===== config.mk =====
export PLATFORM = sky130hd
export DESIGN_NAME = read_command_buffer
export DESIGN_NICKNAME = d
export VERILOG_FILES = /design/src/rtl/read_command_buffer_pkg.sv /design/src/rtl/read_command_buffer_fifo_sync_ram.sv /design/src/rtl/read_command_buffer.sv
export SDC_FILE = /design/constraint.sdc
export NUM_CORES = 2
export LEC_CHECK = 0
export BUFFER_PORTS_ARGS = -buffer_cell sky130_fd_sc_hd__buf_4
export CAP_MARGIN = 0
export CORE_MARGIN = 2
export CORE_UTILIZATION = 27
export DETAILED_ROUTE_END_ITERATION = 6
export GPL_TIMING_DRIVEN = 0
export SLEW_MARGIN = 20
export SYNTH_ARGS = -nofsm -noshare
export SYNTH_HDL_FRONTEND = slang
export SYNTH_SLANG_ARGS = --single-unit

===== constraint.sdc =====
create_clock -name clock -period 3.86 [get_ports clock]
set_input_delay 0.772 -clock clock [delete_from_list [all_inputs] [get_ports clock]]
set_output_delay 0.772 -clock clock [all_outputs]
set_load 0.02 [all_outputs]

===== src/rtl/read_command_buffer_pkg.sv =====
// Shared types and defaults for the read command buffer: command line layout,
// buffer status flags and the depth/margin defaults used by read_command_buffer.
package read_command_buffer_pkg;

  localparam int READ_COMMAND_BUFFER_DEPTH  = 16;
  localparam int READ_COMMAND_BUFFER_MARGIN = 4;

  localparam logic [7:0] DATA_READ_CONTROL_ID = 8'h21;

  typedef struct packed {
    logic [7:0]  cu_id;
    logic [7:0]  tag;
    logic [63:0] address;
    logic [15:0] size;
    logic [3:0]  cmd_type;
  } command_payload_t;

  typedef struct packed {
    logic             valid;
    command_payload_t payload;
  } command_buffer_line_t;

  typedef struct packed {
    logic valid;
    logic empty;
    logic alfull;
    logic full;
  } buffer_status_t;

  localparam int PAYLOAD_BITS = $bits(command_payload_t);
  localparam int CMD_BITS     = $bits(command_buffer_line_t);
  localparam int STATUS_BITS  = $bits(buffer_status_t);

  // Status value presented while the buffer holds nothing (also the reset value).
  function automatic buffer_status_t empty_status();
    buffer_status_t s;
    s.valid  = 1'b0;
    s.empty  = 1'b1;
    s.alfull = 1'b0;
    s.full   = 1'b0;
    return s;
  endfunction

endpackage


===== src/rtl/read_command_buffer_fifo_sync_ram.sv =====
// Synchronous FIFO storage for read_command_buffer: RAM array, wrapping
// read/write pointers and a registered read-data port. Occupancy is tracked by the caller.
module read_command_buffer_fifo_sync_ram #(
  parameter int WIDTH = 8,
  parameter int DEPTH = 16
) (
  input  logic             clock,
  input  logic             rst,
  input  logic             wr_en,
  input  logic [WIDTH-1:0] wr_data,
  input  logic             rd_en,
  output logic [WIDTH-1:0] rd_data
);

  localparam int PTR_W = $clog2(DEPTH);

  logic [WIDTH-1:0] mem_r [DEPTH];
  logic [PTR_W-1:0] wr_ptr_r;
  logic [PTR_W-1:0] rd_ptr_r;
  logic [WIDTH-1:0] rd_data_r;

  // Storage array is left unreset; the pointers alone define which entries are live.
  always_ff @(posedge clock) begin
    if (wr_en) begin
      mem_r[wr_ptr_r] <= wr_data;
    end
  end

  // Pointer advance and registered head read.
  always_ff @(posedge clock or posedge rst) begin
    if (rst) begin
      wr_ptr_r  <= {PTR_W{1'b0}};
      rd_ptr_r  <= {PTR_W{1'b0}};
      rd_data_r <= {WIDTH{1'b0}};
    end else begin
      if (wr_en) begin
        wr_ptr_r <= wr_ptr_r + PTR_W'(1);
      end
      if (rd_en) begin
        rd_ptr_r  <= rd_ptr_r + PTR_W'(1);
        rd_data_r <= mem_r[rd_ptr_r];
      end
    end
  end

  assign rd_data = rd_data_r;

endmodule


===== src/rtl/read_command_buffer.sv =====
// Command FIFO between read_engine and the CU arbiter, with backpressure status.
// Optional statistics outputs are enabled by defining READ_COMMAND_BUFFER_STATS_EN.
module read_command_buffer
  import read_command_buffer_pkg::*;
#(
  parameter int         FIFO_DEPTH         = READ_COMMAND_BUFFER_DEPTH,
  parameter int         ALMOST_FULL_MARGIN = READ_COMMAND_BUFFER_MARGIN,
  parameter logic [7:0] CU_READ_CONTROL_ID = DATA_READ_CONTROL_ID
) (
  input  logic                   clock,
  input  logic                   rst,
  input  logic                   enabled_in,
  input  logic [CMD_BITS-1:0]    command_in,
  input  logic                   pop_in,
  output logic [CMD_BITS-1:0]    command_out,
  output logic [STATUS_BITS-1:0] buffer_status_out,
  output logic                   overflow_error_out
`ifdef READ_COMMAND_BUFFER_STATS_EN
  ,
  output logic [31:0]                   push_count_out,
  output logic [31:0]                   pop_count_out,
  output logic [15:0]                   drop_count_out,
  output logic [$clog2(FIFO_DEPTH):0]   max_occupancy_out
`endif
);

  localparam int CNT_W = $clog2(FIFO_DEPTH) + 1;
  localparam logic [CNT_W-1:0] DEPTH_CNT  = CNT_W'(FIFO_DEPTH);
  localparam logic [CNT_W-1:0] ALFULL_CNT = CNT_W'(FIFO_DEPTH - ALMOST_FULL_MARGIN);

  command_buffer_line_t cmd_s;
  command_buffer_line_t line_s;
  command_payload_t     stamped_s;
  command_payload_t     head_s;
  buffer_status_t       status_next_s;
  buffer_status_t       status_r;

  logic [CNT_W-1:0] count_r;
  logic [CNT_W-1:0] count_next_s;
  logic             full_s;
  logic             empty_s;
  logic             push_req_s;
  logic             push_ok_s;
  logic             push_drop_s;
  logic             pop_ok_s;
  logic             out_valid_r;
  logic             overflow_r;

  assign cmd_s = command_buffer_line_t'(command_in);

  // Push/pop qualification against the pre-edge count; no same-cycle slot reuse or bypass.
  always_comb begin
    full_s      = (count_r == DEPTH_CNT);
    empty_s     = (count_r == {CNT_W{1'b0}});
    push_req_s  = cmd_s.valid & enabled_in;
    push_ok_s   = push_req_s & ~full_s;
    push_drop_s = push_req_s & full_s;
    pop_ok_s    = pop_in & ~empty_s;
    case ({push_ok_s, pop_ok_s})
      2'b10:   count_next_s = count_r + CNT_W'(1);
      2'b01:   count_next_s = count_r - CNT_W'(1);
      default: count_next_s = count_r;
    endcase
  end

  // The arbiter sees the CU identity, so it is stamped before the entry is stored.
  always_comb begin
    stamped_s       = cmd_s.payload;
    stamped_s.cu_id = CU_READ_CONTROL_ID;
  end

  // Flags are decoded from the next count so the registered status matches the count register.
  always_comb begin
    status_next_s.empty  = (count_next_s == {CNT_W{1'b0}});
    status_next_s.valid  = ~status_next_s.empty;
    status_next_s.full   = (count_next_s == DEPTH_CNT);
    status_next_s.alfull = (count_next_s >= ALFULL_CNT);
  end

  read_command_buffer_fifo_sync_ram #(
    .WIDTH (PAYLOAD_BITS),
    .DEPTH (FIFO_DEPTH)
  ) u_fifo (
    .clock   (clock),
    .rst     (rst),
    .wr_en   (push_ok_s),
    .wr_data (stamped_s),
    .rd_en   (pop_ok_s),
    .rd_data (head_s)
  );

  // Occupancy, output strobe, status and sticky overflow registers.
  always_ff @(posedge clock or posedge rst) begin
    if (rst) begin
      count_r     <= {CNT_W{1'b0}};
      out_valid_r <= 1'b0;
      status_r    <= empty_status();
      overflow_r  <= 1'b0;
    end else begin
      count_r     <= count_next_s;
      out_valid_r <= pop_ok_s;
      status_r    <= status_next_s;
      if (push_drop_s) begin
        overflow_r <= 1'b1;
      end
    end
  end

  // Payload holds its last value between pops; only the valid strobe pulses.
  always_comb begin
    line_s.valid   = out_valid_r;
    line_s.payload = head_s;
  end

  assign command_out        = line_s;
  assign buffer_status_out  = status_r;
  assign overflow_error_out = overflow_r;

`ifdef READ_COMMAND_BUFFER_STATS_EN
  logic [31:0]      push_cnt_r;
  logic [31:0]      pop_cnt_r;
  logic [15:0]      drop_cnt_r;
  logic [CNT_W-1:0] max_occ_r;

  // Saturating event counters and peak occupancy.
  always_ff @(posedge clock or posedge rst) begin
    if (rst) begin
      push_cnt_r <= 32'd0;
      pop_cnt_r  <= 32'd0;
      drop_cnt_r <= 16'd0;
      max_occ_r  <= {CNT_W{1'b0}};
    end else begin
      if (push_ok_s && (push_cnt_r != {32{1'b1}})) begin
        push_cnt_r <= push_cnt_r + 32'd1;
      end
      if (pop_ok_s && (pop_cnt_r != {32{1'b1}})) begin
        pop_cnt_r <= pop_cnt_r + 32'd1;
      end
      if (push_drop_s && (drop_cnt_r != {16{1'b1}})) begin
        drop_cnt_r <= drop_cnt_r + 16'd1;
      end
      if (count_next_s > max_occ_r) begin
        max_occ_r <= count_next_s;
      end
    end
  end

  assign push_count_out    = push_cnt_r;
  assign pop_count_out     = pop_cnt_r;
  assign drop_count_out    = drop_cnt_r;
  assign max_occupancy_out = max_occ_r;
`endif

endmodule


Word level (Yosys, flattened, before mapping)
Memory sizes are Yosys's and may differ from the RTL's. A register that Yosys moved wholly into a read port is not among the register bits.
Index checks and enable logic that the tools add are counted.
Storage, ports and cells
  register bits: 119
  bits in latches: 0
  memories kept: 1
  output and inout port bits: 106
  bits in writable memories: 1472
  ROM bits: 0
Memories
  u_fifo.mem_r: words 16, width 92, rd ports 1, clocked after memory_dff 1, write ports 1, RTL line read_command_buffer_fifo_sync_ram.sv:17  | logic [WIDTH-1:0] mem_r [DEPTH];
Operators by class
  equality and inequality tests: 4
  mux-type cells: 3
  add/subtract/negate cells: 4
  shift-type cells: 0
  div/mod/pow operators: 0
  $lt $le $gt $ge: 1
  multiply operators: 0
  bitwise gates (word level): 7
  reductions and logical operators: 2
Operators by type and width (number)
  equality test 5 bit (second input constant): 2
  zero test 5 bit: 2
  one-hot mux 5 bit (2 select lines): 1
  adder 4 x 1 -> 4 bit (second input constant): 2
  adder 5 x 1 -> 5 bit (second input constant): 1
  >= comparator 5 x 4 -> 1 bit (second input constant): 1
  subtractor 5 x 1 -> 5 bit (second input constant): 1
  AND 1 bit: 4
  inverter 1 bit: 3
  equality test 2 x 1 -> 1 bit (second input constant): 1
  equality test 2 bit (second input constant): 1
  two-way mux 1 bit: 2

Depth between registers and ports, before layout
  word-level depth: 7
  gate-level depth with buffers: 13
  mapped depth without buffers: 12

Hierarchy
From an unflattened synthesis, not the netlist that was laid out.
Unflattened totals
  cells, all modules: 2942
  area, all modules: 64655.8 um^2
By module, submodules not included
  read_command_buffer_fifo_sync_ram: area an instance 63965.1 um^2, cells each 2875, times used 1
  read_command_buffer: area an instance 690.7 um^2, cells each 67, times used 1

Worst setup path after synthesis
Ideal clock, no wire load.
  path kind: in2reg
  from: input port command_in[100]
  to: memory u_fifo.mem_r[10][0] (netlist name) (enable)
  required time: 3399 ps
  stages on the path: 5
  slack: -287 ps
  arrival time: 3686 ps
  library setup time: 461 ps
  path through: and3_1 > clkbuf_1 > inv_1 > nor3b_1 > and2_1
Between the ends
  longest elaborated chain between the ends: 4
Ends and longest elaborated chain
  start, declared: RTL line read_command_buffer.sv:13  | input logic [CMD_BITS-1:0] command_in,
  AND 1 bit: RTL line read_command_buffer.sv:55  | push_req_s = cmd_s.valid & enabled_in;
  AND 1 bit: RTL line read_command_buffer.sv:56  | push_ok_s = push_req_s & ~full_s;
  two-way mux 1 bit: RTL line read_command_buffer_fifo_sync_ram.sv:24  | if (wr_en) begin
  two-way mux 1 bit (not written as such): RTL line read_command_buffer_fifo_sync_ram.sv:25  | mem_r[wr_ptr_r] <= wr_data;
  end, declared: RTL line read_command_buffer_fifo_sync_ram.sv:17
No other way between the ends.

==> impl_results.rst <==
.. list-table::
   :header-rows: 1

   * - Metric
     - Value
   * - Status
     - finished clean
   * - Routed WL
     - 154,000 um
   * - Delay of the slowest cell on the worst path
     - roughly 670 ps
   * - Wire length of the first global-routing pass
     - 216,000 um
   * - Reg2Reg Launch Point
     - u_fifo.rd_ptr_r[2]
   * - Die outline height
     - approximately 470 um
   * - Net total in the final layout
     - 3,097
   * - Commonest register cell after synthesis
     - edfxtp_1
   * - CP Max Fanout
     - 10
   * - Routed wire length per instance
     - roughly 26 um
   * - Final Hold Fails
     - 0
   * - Maxcap violations
     - 0
   * - Max-slew headroom
     - 0.229
   * - Power Dens Cells
     - 708 nW/um^2
   * - Dominant cell type by area after synthesis
     - edfxtp_1
   * - CTS tree
     - yes
   * - Total iterations of the first detailed-routing run
     - 5
   * - Number of design-rule violations left by the first detailed-router iteration
     - approximately 3k
   * - CP Buf/Inv Count
     - 4
   * - Clock Tree Buf Depth
     - 3
   * - EDFF count, synth
     - ~1.5k
   * - Placeable core area
     - 220,000 sq um
   * - Seq/Total Area, Yosys
     - 0.789
   * - Total vias in the final route
     - between 20k and 30k
   * - Gate Count Post-Synth
     - ~2.6k
   * - Area added between synthesis and finish
     - 18.9%
   * - Layout Skew
     - ~40 ps
   * - DIE AREA
     - ~220,000 sq um
   * - Detailed placer's ending HPWL
     - 96,200 um
   * - Measured slew at the worst slew-check pin
     - between 1000 and 1500 ps
   * - Most repeated cell in the gate-level netlist after synthesis
     - edfxtp_1
   * - Dominant cells by area after synthesis
     - edfxtp_1 74%, mux4_2 14%, dfrtp_1 4.7%
   * - Max Freq
     - ~0.27 GHz
   * - Most frequent cells after synthesis
     - 1,472 x edfxtp_1, 368 x mux4_2, 111 x dfrtp_1
   * - Kind of path behind the tightest hold check
     - input port to asynchronous set/reset pin
   * - Total number of placement rows
     - 172
   * - Area of all placed cells without fillers
     - 70,800 sq um
   * - Critical Path End Type
     - register
   * - Critical-path top delay cell
     - buf_2
   * - Antenna violations before repair
     - 25
   * - Global Route Usage Sum
     - 0.135
   * - Via count normalized by instance count
     - 4.75
   * - Cts-stage hold buffer count
     - 0
   * - Starting density of the core
     - 0.271
   * - Gr ovfl total
     - 0
   * - Cell count of the worst reg-to-reg path
     - 8
   * - Reg-to-reg setup timing slack
     - 160 ps
   * - Final GP Congestion
     - about 0.7
   * - Leakage component of the power
     - 23.1 nW
   * - Average cell area after synthesis
     - between 20 and 25 sq um
   * - Post-detailed-placement cell area
     - approximately 66,000 sq um
   * - Netlist cell types
     - 45
   * - DRC violation count after routing
     - 0
   * - Most frequent cell on the critical path
     - buf_2
   * - Layout Utilization
     - 0.323
   * - Clock root cell
     - clkbuf_16
   * - Latest clock arrival within the worst-skew pair
     - 790 ps
   * - Worst EP required
     - ~4500 ps
   * - Critical Path AT
     - about 4400 ps
   * - Clock sink total
     - 1,584
   * - Worst path cell trace
     - buf_2 > buf_2 > buf_2 > buf_2 > mux4_2 > o221ai_1 > a21oi_1 > a21o_1
   * - Post-route clock period utilization
     - 0.958
   * - Worst path top cell family by delay
     - buffers and inverters
   * - Share of async-settable or async-resettable flops after synthesis
     - 0.0707
   * - Number of CTS-inserted buffers
     - 160
   * - Pin count of the biggest net entering global routing
     - 68
   * - Final setup violating endpoints
     - 0
   * - Share of layout cells above drive strength 1
     - 0.305
   * - # H-tree levels
     - 4
   * - Crit Path Class
     - register to register
   * - Max Slew Vio Count
     - 0
   * - Number of primary I/O pins
     - roughly 210
   * - Die Span X
     - between 400 and 500 um
   * - Warning count from the yosys run
     - 0
   * - Critical path startpoint category
     - register
   * - PortBufs
     - a little under 200
   * - Post-route minimum period
     - between 3000 and 4000 ps
   * - Count of antenna-violating nets left after detailed routing
     - 0
   * - Number of global-route vias before repair
     - slightly below 30k
   * - End of the worst register-to-register path
     - u_fifo.rd_data[88]
   * - Worst ir drop on vdd
     - between 0.0005 and 0.0006 V
   * - Post-Synthesis Cell Area
     - between 50,000 and 60,000 sq um
   * - Synthesis-stage register bit count
     - approximately 1.6k
   * - CTS clock-pin slew for the worst setup and hold paths
     - about 60 ps
   * - Area share of the largest cell type after synthesis
     - 0.742
flip-flops by register name (all words and copies together) (netlist names):
name and cells:
buffer_status_out 4, count_r 5, out_valid_r 1, overflow_error_out 1
u_fifo.mem_r 1472, u_fifo.rd_data 93, u_fifo.rd_ptr_r 4, u_fifo.wr_ptr_r 4
timing repair:
action | in CTS | in global routing
pin swaps | 1 | 0
gates cloned | 0 | 1
gates resized for setup | 0 | 8
endpoints found under the setup margin | 8 | 57
setup buffers | 2 | 0
worst max-delay path by stage:
stage / startpoint / endpoint / slack [ps] / cells after the start
6_report: u_fifo.rd_ptr_r[2] / u_fifo.rd_data[88] / 160 / 8
5_1_grt: count_r[0] / u_fifo.mem_r[4][84] / -20 / 10
4_1_cts: count_r[0] / buffer_status_out[1] / 60 / 11
3_5_place_dp: count_r[0] / buffer_status_out[1] / -850 / 11
3_3_place_gp: rst / out_valid_r / -2890 / 2
2_1_floorplan: rst / buffer_status_out[0] / 130 / 1
kinds of logic after synthesis:
family	Yosys count	synth area share
flip-flops	1584	0.789
multiplexers	460	0.155
AO/OA/AOI/OAI	292	0.0346
buffers and inverters	164	0.0130
AND/OR/NAND/NOR	53	0.00502
adder cells (fa/ha/maj)	10	0.00223
XOR/XNOR	8	0.00118
other	1	0.0000630
final cells by class:
| class | count | area [sq um] |
|---|---|---|
| multi-input cells | 830 | 11900 |
| clock buffers | 225 | 4390 |
| well taps | 2871 | 3590 |
| diodes | 10 | 25.0 |
| plain buffers | 153 | 741 |
| repair buffers | 243 | 2480 |
| flip-flops and latches | 1584 | 47000 |
| fillers | 20781 | 149000 |
| clock inverters | 69 | 663 |
| inverters | 10 | 47.5 |
layer usage:
| metal | up-vias | routed length, um | GRT usage |
|---|---|---|---|
| li1 | 11804 | - | - |
| met3 | 229 | 10100 | 0.0260 |
| met5 | - | 69 | 0 |
| met1 | 15405 | 65200 | 0.182 |
| met4 | 10 | 3860 | 0.0493 |
| met2 | 1047 | 74900 | 0.215 |
metrics by stage:
step	TNS (ps)	total power, mW	instances	hold slack, ps	setup WS [ps]
6_report	0	50.2	5995	77.4	162
5_1_grt	-161	52.3	5993	102	-16.8
2_1_floorplan	0	30.1	2577	493	131
3_5_place_dp	-8130	35.7	5689	461	-848
3_3_place_gp	-2012000	35.4	5644	454	-2890
4_1_cts	0	50.8	5984	60.4	55.8
power breakdown:
part	switching, mW	total (mW)	internal, mW
logic	8.27	14.3	6.03
clock network	6.56	15.1	8.58
registers	0.547	20.7	20.2
total	15.4	50.2	34.8
layout by cell type (no fill, tap or decap), types with 3 or more instances in the layout:
master,count
inv_16,3
o221ai_1,91
clkbuf_2,3
clkbuf_16,162
xnor2_1,7
clkinv_2,22
clkbuf_1,99
buf_2,76
inv_1,8
clkinv_8,3
nand2_1,12
clkbuf_8,10
dfrtp_1,111
a21oi_1,94
buf_12,35
and2_4,16
nor3b_1,3
conb_1,6
edfxtp_1,1472
mux2i_1,91
buf_16,11
nor3_1,3
ha_1,8
nand2b_1,3
buf_4,209
a21o_1,92
inv_6,5
o21ai_0,5
inv_8,3
mux4_2,368
buf_6,3
clkinv_1,22
bufinv_16,9
buf_1,13
diode_2,10
(Power assumes the default switching activity.)
